===== src/rtl/counter_defs.sv =====
// Shared constants and parameter legality check
// for the modulo-N counter family.
package counter_defs;

  localparam bit CNT_DOWN = 1'b0;
  localparam bit CNT_UP   = 1'b1;
  localparam bit CNT_WRAP = 1'b0;
  localparam bit CNT_SAT  = 1'b1;

  function automatic bit params_ok(
    input int width,
    input longint modulus,
    input longint reset_val
  );
    longint span;
    if (width < 1 || width > 30) return 1'b0;
    span = longint'(1) << width;
    return (modulus >= 2) && (modulus <= span) &&
           (reset_val >= 0) && (reset_val < modulus);
  endfunction

endpackage


===== src/rtl/mod_n_next.sv =====
// Next-state logic for mod_n_counter: load clamp,
// up/down step, wrap/saturate at terminal count.
module mod_n_next
  import counter_defs::*;
#(
  parameter int WIDTH   = 3,
  parameter int MODULUS = 8
) (
  input  logic [WIDTH-1:0] ps_i,
  input  logic             up_i,
  input  logic             sat_i,
  input  logic             en_i,
  input  logic             load_i,
  input  logic [WIDTH-1:0] load_val_i,
  output logic [WIDTH-1:0] ns_o,
  output logic             wrap_o,
  output logic             tc_o
);

  localparam logic [WIDTH:0] MOD_X = (WIDTH+1)'(MODULUS);
  localparam logic [WIDTH:0] MAX_X = (WIDTH+1)'(MODULUS - 1);
  localparam logic [WIDTH:0] ZERO  = '0;

  logic [WIDTH:0] ps_x;
  logic [WIDTH:0] lv_x;
  logic [WIDTH:0] nx;

  assign ps_x = {1'b0, ps_i};
  assign lv_x = {1'b0, load_val_i};
  assign tc_o = (up_i == CNT_UP) ? (ps_x == MAX_X)
                                 : (ps_x == ZERO);

  always_comb begin
    nx     = ps_x;
    wrap_o = 1'b0;
    if (load_i) begin
      nx = (lv_x < MOD_X) ? lv_x : MAX_X;
    end else if (en_i) begin
      if (!tc_o) begin
        nx = (up_i == CNT_UP) ? ps_x + 1'b1
                              : ps_x - 1'b1;
      end else if (sat_i == CNT_WRAP) begin
        nx     = (up_i == CNT_UP) ? ZERO : MAX_X;
        wrap_o = 1'b1;
      end
    end
  end

  // Range guard keeps OUT legal even from a corrupted state.
  assign ns_o = (nx > MAX_X) ? MAX_X[WIDTH-1:0]
                             : nx[WIDTH-1:0];

endmodule


===== src/rtl/mod_n_counter.sv =====
// Parametrised modulo-N counter: OUT and WRAP
// registers with synchronous reset.
module mod_n_counter
  import counter_defs::*;
#(
  parameter int WIDTH     = 3,
  parameter int MODULUS   = 8,
  parameter int RESET_VAL = 0
) (
  input  logic             CLOCK,
  input  logic             RESET,
  input  logic             EN,
  input  logic             UP,
  input  logic             SAT,
  input  logic             LOAD,
  input  logic [WIDTH-1:0] LOAD_VAL,
  output logic [WIDTH-1:0] OUT,
  output logic             TC,
  output logic             WRAP
);

  if (!params_ok(WIDTH, MODULUS, RESET_VAL)) begin : g_bad
    $error("mod_n_counter: illegal WIDTH/MODULUS/RESET_VAL");
  end

  localparam logic [WIDTH-1:0] RST_V = WIDTH'(RESET_VAL);

  logic [WIDTH-1:0] out_q, out_d;
  logic             wrap_q, wrap_d;

  mod_n_next #(
    .WIDTH   (WIDTH),
    .MODULUS (MODULUS)
  ) u_next (
    .ps_i       (out_q),
    .up_i       (UP),
    .sat_i      (SAT),
    .en_i       (EN),
    .load_i     (LOAD),
    .load_val_i (LOAD_VAL),
    .ns_o       (out_d),
    .wrap_o     (wrap_d),
    .tc_o       (TC)
  );

  always_ff @(posedge CLOCK) begin
    if (RESET) begin
      out_q  <= RST_V;
      wrap_q <= 1'b0;
    end else begin
      out_q  <= out_d;
      wrap_q <= wrap_d;
    end
  end

  assign OUT  = out_q;
  assign WRAP = wrap_q;

endmodule

===== config.mk =====
export PLATFORM = sky130hd
export DESIGN_NAME = mod_n_counter
export DESIGN_NICKNAME = d
export VERILOG_FILES = /design/src/rtl/counter_defs.sv /design/src/rtl/mod_n_next.sv /design/src/rtl/mod_n_counter.sv
export SDC_FILE = /design/constraint.sdc
export NUM_CORES = 1
export LEC_CHECK = 0
export BUFFER_PORTS_ARGS = -buffer_cell sky130_fd_sc_hd__buf_2
export CAP_MARGIN = 30
export CORE_AREA = 2 2 39 41
export DETAILED_ROUTE_END_ITERATION = 10
export DIE_AREA = 0 0 41 43
export PLACE_DENSITY = 0.58
export RECOVER_POWER = 50
export SETUP_SLACK_MARGIN = 0.02
export SYNTH_ARGS = -nofsm -noshare
export SYNTH_HDL_FRONTEND = slang
export SYNTH_SLANG_ARGS = --single-unit

===== constraint.sdc =====
create_clock -name CLOCK -period 2.21 [get_ports CLOCK]
set_input_delay 0.3315 -clock CLOCK [delete_from_list [all_inputs] [get_ports CLOCK]]
set_output_delay 0.3315 -clock CLOCK [all_outputs]
set_load 0.005 [all_outputs]

# Word-level counts from Yosys, hierarchy flattened
# Cells that the tools add are included.
# word_totals
input_bits,9
reg_bits,4
# classes
n_mux,10
eq_ne,1
addsub,2
n_reduce_logical,2
n_bitwise,2
order_cmp,2
# ops
cell,n
$mux W4,5
$mux W3,3
$add A3 B1 Y4 const B,1
$gt A4 B3 Y1 const B,1
$logic_not A4 Y1,1
$lt A3 B4 Y1 const B,1
$reduce_or A4 Y1,1
$sub A3 B1 Y4 const B,1
$eq A3 B3 Y1 const B,1
$mux W1,2
$not A1 Y1,2

# Depth between registers and ports, before layout
# Gate-level depths: netlist (run 1).
# depth
depth_word,7
depth_mapped,7
mapped_depth_nobuf,6

# By module
# A second synthesis (run 1) with hierarchy kept.
# unflattened
cells_unflattened,42
hier_area_um2,361.6
# by_module_without_submodules
module,instances,cells_per_inst,area_per_inst_um2
mod_n_next,1,34,256.5
mod_n_counter,1,8,105.1

# Worst setup path after synthesis (run 1)
# No wires, ideal clock.
# synth_timing
path_type,input-to-reg
start,input UP
end,register out_q[2] (netlist: OUT[2])
arrival_time_ns,1.520
slack_ns,0.565
setup_ns,0.125
required_ns,2.085
cell_stages,7
path_buffers,1
path_cell_list,clkbuf_8 inv_1 ha_1 a21o_2 a21oi_1 mux2i_1 o32ai_1
# synth_between
elab_chain_len,7
elab_cells_between_ends,9
# synth_rtl
item,line_no,source
"start, declared",mod_n_counter.sv:13,"input logic UP,"
$mux W3,mod_n_next.sv:43,nx = (up_i == CNT_UP) ? ZERO : MAX_X;
$mux W4,mod_n_next.sv:42,end else if (sat_i == CNT_WRAP) begin
$mux W4 (*),mod_n_next.sv:39,if (!tc_o) begin
$mux W4 (*),mod_n_next.sv:38,end else if (en_i) begin
$mux W4 (*),mod_n_next.sv:36,if (load_i) begin
$gt A4 B3 Y1,mod_n_next.sv:50,assign ns_o = (nx > MAX_X) ? MAX_X[WIDTH-1:0]
$mux W3 (*),mod_n_next.sv:50,
"end signal, assigned",mod_n_counter.sv:51,out_q <= out_d;
"end, declared",mod_n_counter.sv:28,"logic [WIDTH-1:0] out_q, out_d;"
# Every way passes the cells marked *; elsewhere a longest branch is shown, timed or not.
# A chain may end at the register's enable or synchronous reset.

# Worst setup path after layout (run 1)
# layout_timing
start,register out_q[0] (netlist: OUT[0])
end,output TC
# layout_between
elab_chain_len,2
elab_cells_between_ends,3
# layout_rtl
item,line_no,source
$eq A3 B3 Y1 / $logic_not A4 Y1 (equally long branches),"mod_n_next.sv:30, mod_n_next.sv:31",
$mux W1 (*),mod_n_next.sv:30,assign tc_o = (up_i == CNT_UP) ? (ps_x == MAX_X)
"end, declared",mod_n_counter.sv:18,"output logic TC,"
# Marked as above.

==> results.ini, run 1 <==
[worst_hold_path]
hold_end = WRAP
min_path_cells = 2
hold_path_startpoint = SAT
holdCritPathClass = primary input to flop

[synth]
ys_seq_area_share_pct = 20.3
synth_fp_nets = 61
synth_most_common_cell = nand2_1
synthFlopType = dfxtp_1
synthDistinctLibCells = 24
ys_warn_count = 0
synth_top_area_share_pct = 20.3
ys_async_sr_fraction_pct = 0
synth_seq_cells = 4
yosys.area.top_type = dfxtp_1
syn_area_um2 = 394
synth_area_leaders = dfxtp_1 (20%), o32ai_1 (6.7%), ha_1 (6.3%), nor4_4 (5.4%), a21oi_1 (5.1%)
synth_edf_count = 0
syn_inst = 49
synth_area_per_cell_um2 = 8.04
yosys-top-cells-count = nand2_1 (5), a21oi_1 (4), dfxtp_1 (4), inv_1 (4), o21ai_0 (4)

[sta]
tightestPinTransition_ns = 0.379
setup_ws_ns = 0.378
finalSetupViolations = 0
grt_setup_unrepaired = no
layout_min_cycle_time_ns = 1.83
fin_crit_sh_pct = 82.9
max_clock_freq_mhz = 546
tns_ns = 0
report.final.slew_viol_count = 0
slew_headroom_pct = 74.5
fin_skew_ns = 0.0103
hold_viol_final = 0

[outcome]
status = complete, no violations

[place]
post-place-ws_ns = 0.380
dpl_cell_area_um2 = 468
place_congestion = 0.690
dp_hpwl_um = 717
io_buffers = 13
dp_cells = 77

[worst_setup_path]
cpLargestDelayFamily = simple AND/OR/NAND/NOR gates
worstPathArrival_ns = 1.50
crit_chain = clkbuf_1 -> nor4_1 -> a21oi_1 -> inv_1 -> buf_2
ff2ff_path_depth = 5
slowest_delay_ns = 0.43
critPathBufInv = 3
crit_required_ns = 1.88
critPathMaxFanout = 9
path_class = flop to output port
rr_startpoint = OUT[1]
end_kind = output port
r2r_slack_ns = 0.55
critPathSlowestCell = nor4_1
start_kind = flop
regToRegEndpoint = OUT[2]

[cts]
htreeDepth = 1
cts_setup_buffers = 0
clkLatencyLatePin_ns = 0.24
clock_path_buffers = 2
cts_tree = built
cts_num_sinks = 4
numCtsBuffers = 3
post_cts_resized = 0
hold_buffers = 0
clockRootBuffer = clkbuf_4
clk_transition_reported_paths_ns = 0.04

[final_layout]
utilization_pct = 34.0
n_antenna_cell = 0
fin_area_um2 = 470
stdcell_count = 80
areaGrowthSynthToFinish_pct = 19.4
fin_nets = 78
drive_above_1_share_pct = 26.6

[die]
die_h_um = 43
core_area_um2 = 1380
io_pins = 14
initial_core_util_pct = 28.5
die-area_um2 = 1760
row_count = 14
die_w_um = 41

[route]
routed_via_density = 5.29
wl_um = 899
ant_nets = 0
detailedRoute.firstPassIterationCount = 4
drcViolationCount = 0
routed-via-count = 423
avgRoutedWirePerCell_um = 11.2
drtIter0Drc = 9

[grt]
use_met2_pct = 17.8
busiest_layer = met2
gr-usage-all-layers_pct = 11.9
antenna_found_initial = 0
first_global_vias = 353
grt_max_degree = 10
grt_pass1_wl_um = 1400
grt_overflow = 0
use_met3_pct = 6.28
use_met1_pct = 13.9

[power_and_ir_drop]
cellPowerDensity_nw_per_um2 = 611
power.leakage_uw = 0.000226
peakVddDrop_mv = 0.211

[run]
drv_cap = 0

-- final cells by class --
cell class	instances	area (um^2)
fillers	166	913
multi-input cells	39	265
flip-flops and latches	4	80.1
repair buffers	14	67.6
clock buffers	3	22.5
well taps	16	20.0
inverters	4	15.0
-- worst max-delay path by stage --
stage                       from     end  slack [ns]  cells past startpoint
final                     OUT[0]      TC        0.38                      5
after CTS                 OUT[1]  OUT[0]        0.49                      5
after floorplan               UP  OUT[2]        0.57                      7
after detailed placement      UP  OUT[2]        0.38                      7
after global routing      OUT[0]      TC        0.23                      5
after global placement        UP  OUT[1]        0.39                      7
-- cells in the final DEF, fill, tap and decap left out, drive strengths merged --
master,Yosys,layout
nand2,5,5
a221oi,1,1
inv,4,4
nor2,1,1
o32ai,3,3
nand2b,2,2
a31o,1,1
nand4,1,1
ha,2,2
nor4,1,1
nor2b,3,3
clkbuf,2,5
a21oi,4,4
nand3,2,2
mux2i,1,1
buf,0,12
dfxtp,4,4
nor3,2,2
xnor2,2,2
and3,1,1
a21o,1,1
fa,1,1
a211oi,1,1
o21ai,4,4
-- logic make-up (layout without fill, tap and decap cells) --
family | count (synthesis) | in the layout | share of synthesized area, %
buffers and inverters | 6 | 21 | 8.57
AND/OR/NAND/NOR | 18 | 18 | 27.3
multiplexers | 1 | 1 | 2.54
XOR/XNOR | 2 | 2 | 4.45
adder cells (fa/ha/maj) | 3 | 3 | 11.4
flip-flops | 4 | 4 | 20.3
AO/OA/AOI/OAI | 15 | 15 | 25.4
-- metal layers --
| layer | up-vias | part of all wire [%] |
|---|---|---|
| met5 | - | 0 |
| met4 | 0 | 0 |
| met3 | 0 | 5.9 |
| met2 | 13 | 48 |
| met1 | 200 | 46 |
| li1 | 210 | - |
-- registers in the layout (all words and copies together) (netlist names) --
| register | flops |
|---|---|
| OUT | 3 |
| WRAP | 1 |
-- stage by stage --
stage / hold slack (ns) / power [uW]
global placement: 0.555 / 205
finish: 0.305 / 287
detailed placement: 0.554 / 206
global route: 0.307 / 313
CTS: 0.302 / 300
floorplan: 0.408 / 172
-- where the power goes --
group / switching (uW) / internal [uW]
Combinational: 52.8 / 50.1
Clock: 31.6 / 60.8
Sequential: 12.5 / 79.6
(Power assumes the default switching activity.)
==> run 2, diff against run 1 <==
ABC_AREA = 1   (was not set)
PLACE_DENSITY = 0.6   (was 0.58)
clock period = 1.9 ns   (was 2.21 ns; I/O delays follow)
==> results.ini, run 2 <==
[sta]
fin_skew_ns = 0.000117  ; -0.0102 ns
report.final.slew_viol_count = 0  ; unchanged
fin_crit_sh_pct = 75.7
tightestPinTransition_ns = 0.256  ; -0.123 ns
hold_viol_final = 0  ; unchanged
grt_setup_unrepaired = no
tns_ns = 0  ; unchanged
finalSetupViolations = 0  ; unchanged
whs_ns = 0.258  ; -0.0461 ns
layout_min_cycle_time_ns = 1.44
max_clock_freq_mhz = 695
slew_headroom_pct = 82.7  ; +8.3 points

[synth]
synth_seq_cells = 4  ; unchanged
synth_most_common_cell = nand2_1
ys_warn_count = 0  ; unchanged
yosys.area.top_type = nand2_1
yosys-top-cells-count = nand2_1 (23), inv_1 (13), nand3_1 (9), nor2_1 (5), dfxtp_1 (4)
ys_async_sr_fraction_pct = 0  ; unchanged
syn_area_um2 = 419  ; +6.3%
synth_area_leaders = nand2_1 (21%), dfxtp_1 (19%), inv_1 (12%), nand3_1 (11%), ha_1 (6.0%)
synth_edf_count = 0  ; unchanged
ys_seq_area_share_pct = 19.1  ; -1.2 points
synthFlopType = dfxtp_1
syn_inst = 71  ; +45%
synth_top_area_share_pct = 20.6  ; +0.28 points
synth_area_per_cell_um2 = 5.90  ; -27%
synth_fp_nets = 83  ; +36%
synthDistinctLibCells = 17  ; -29%

[cts]
cts_setup_buffers = 0  ; unchanged
htreeDepth = 1  ; unchanged
post_cts_resized = 0  ; unchanged
cts_num_sinks = 4  ; unchanged
cts_tree = built
clockRootBuffer = clkbuf_4
clkLatencyLatePin_ns = 0.23  ; about the same
clk_transition_reported_paths_ns = 0.04  ; about the same
clock_path_buffers = 2  ; unchanged
hold_buffers = 0  ; unchanged
numCtsBuffers = 3  ; unchanged

[final_layout]
areaGrowthSynthToFinish_pct = 27.2
largest_reg_flops = 3  ; unchanged
drive_above_1_share_pct = 29.5  ; +3.0 points
fin_nets = 102  ; +31%
n_antenna_cell = 0  ; unchanged
fin_area_um2 = 533  ; +13%
final_cell_mix = nand2_1 (23), inv_1 (13), buf_2 (12)
final_common_cell = nand2_1

[run]
drv_cap = 0  ; unchanged

[power_and_ir_drop]
p_int_uw = 215  ; +13%
switching_share_pct = 34.7  ; +1.0 points
clock_power_share_pct = 31.4  ; -0.8 points
p_seq_share_pct = 30.9  ; -1.1 points
power.leakage_uw = 0.000331  ; +47%
net-switching-power_uw = 114  ; +18%
cellPowerDensity_nw_per_um2 = 616  ; +0.91%
peakVddDrop_mv = 0.136  ; -35%
pwr-share-comb_pct = 37.7  ; +1.9 points

[route]
detailedRoute.firstPassIterationCount = 2  ; -2
routed-via-count = 443  ; +4.7%
avgRoutedWirePerCell_um = 8.99  ; -20%
routed_via_density = 4.26  ; -19%
drtIter0Drc = 7  ; -2
wl_um = 935  ; +4.0%
ant_nets = 0  ; unchanged
drcViolationCount = 0  ; unchanged

[die]
die_w_um = 41  ; unchanged
io_pins = 14  ; unchanged
die-area_um2 = 1760  ; unchanged
initial_core_util_pct = 30.3  ; +1.8 points
row_count = 14  ; unchanged
core_area_um2 = 1380  ; unchanged
die_h_um = 43  ; unchanged

[worst_hold_path]
min_path_cells = 2  ; unchanged
holdCritPathClass = primary input to flop

[worst_setup_path]
crit_required_ns = 1.62  ; -0.26 ns
ff2ff_path_depth = 9  ; +4
worstPathArrival_ns = 1.15  ; -0.35 ns
rr_startpoint = OUT[1]
crit_path_start = OUT[0]
path_class = flop to output port
end_kind = output port
setup.worst_path.end = TC
regToRegEndpoint = OUT[2]
critPathMaxFanout = 7  ; -2
start_kind = flop
r2r_slack_ns = 0.48  ; -0.07 ns

[place]
dp_hpwl_um = 793  ; +11%
io_buffers = 13  ; unchanged
place_congestion = 0.744  ; +7.9%
dpl_cell_area_um2 = 512  ; +9.4%

[outcome]
status = complete, no violations

[grt]
antenna_found_initial = 0  ; unchanged
grt_pass1_wl_um = 1560  ; +11%
first_global_vias = 397  ; +12%
grt_max_degree = 8  ; -2
gr-usage-all-layers_pct = 13.1  ; +1.3 points
grt_overflow = 0  ; unchanged

==> run 2: changes by cell type after synthesis, sizes merged, moves of 3 or more <==
cell   change
a21oi      -3
o32ai      -3
nor2       +6
nand3      +7
nor2b      -3
nand2     +23
o21ai      -3
inv       +10
==> run 2: final cells by class <==
| cell class | count | area, um^2 |
|---|---|---|
| fillers | 151 | 851 |
| multi-input cells | 52 | 282 |
| clock buffers | 3 | 22.5 |
| inverters | 15 | 57.6 |
| well taps | 16 | 20.0 |
| repair buffers | 14 | 71.3 |
| flip-flops and latches | 4 | 80.1 |
==> run 2: how the worst min path moves through the flow <==
stage	start	endpoint	slack [ns]
finish	RESET	OUT[1]	0.26
global route	RESET	OUT[1]	0.25
CTS	RESET	OUT[1]	0.25
detailed placement	RESET	OUT[1]	0.50
global placement	RESET	OUT[1]	0.49
floorplan	RESET	OUT[1]	0.35
==> run 2: stage by stage <==
step	total power, uW	worst slack (ns)	instances	utilization [%]
after floorplan	187	0.556	71	-
after global placement	226	0.406	101	37.0
after detailed placement	228	0.381	101	37.0
after CTS	336	0.441	104	38.6
after global routing	361	0.359	104	38.5
final	329	0.461	104	38.5
==> run 2: cell families (layout without fill, tap and decap cells) <==
family / count (synthesis) / in the layout / synth area share, %
buffers and inverters: 15 / 32 / 13.7
AOI/OAI and AO/OA: 3 / 3 / 4.78
and+or+nand+nor: 46 / 46 / 51.6
DFF: 4 / 4 / 19.1
adders and majority gates: 3 / 3 / 10.7
==> run 2: power groups by stage <==
stage / logic [uW] / registers (uW) / clock network (uW)
after global routing: 142 / 104 / 114
after detailed placement: 125 / 103 / 0
final: 124 / 101 / 103
after floorplan: 83.6 / 103 / 0
after global placement: 123 / 103 / 0
after CTS: 125 / 102 / 109
==> run 2: metal layers <==
layer	wire (um)	vias up	GRT usage (%)
li1	-	252	-
met1	449	189	16.3
met2	472	2	20.3
met3	13	0	1.57
met4	0	0	8.00
met5	0	-	0
==> run 2: worst max-delay path: stages (launching register included) <==
cell	delay, ns
dfxtp_1	0.32
buf_4	0.17
nor2_1	0.12
nand2_2	0.09
nand2_4	0.10
buf_2	0.11
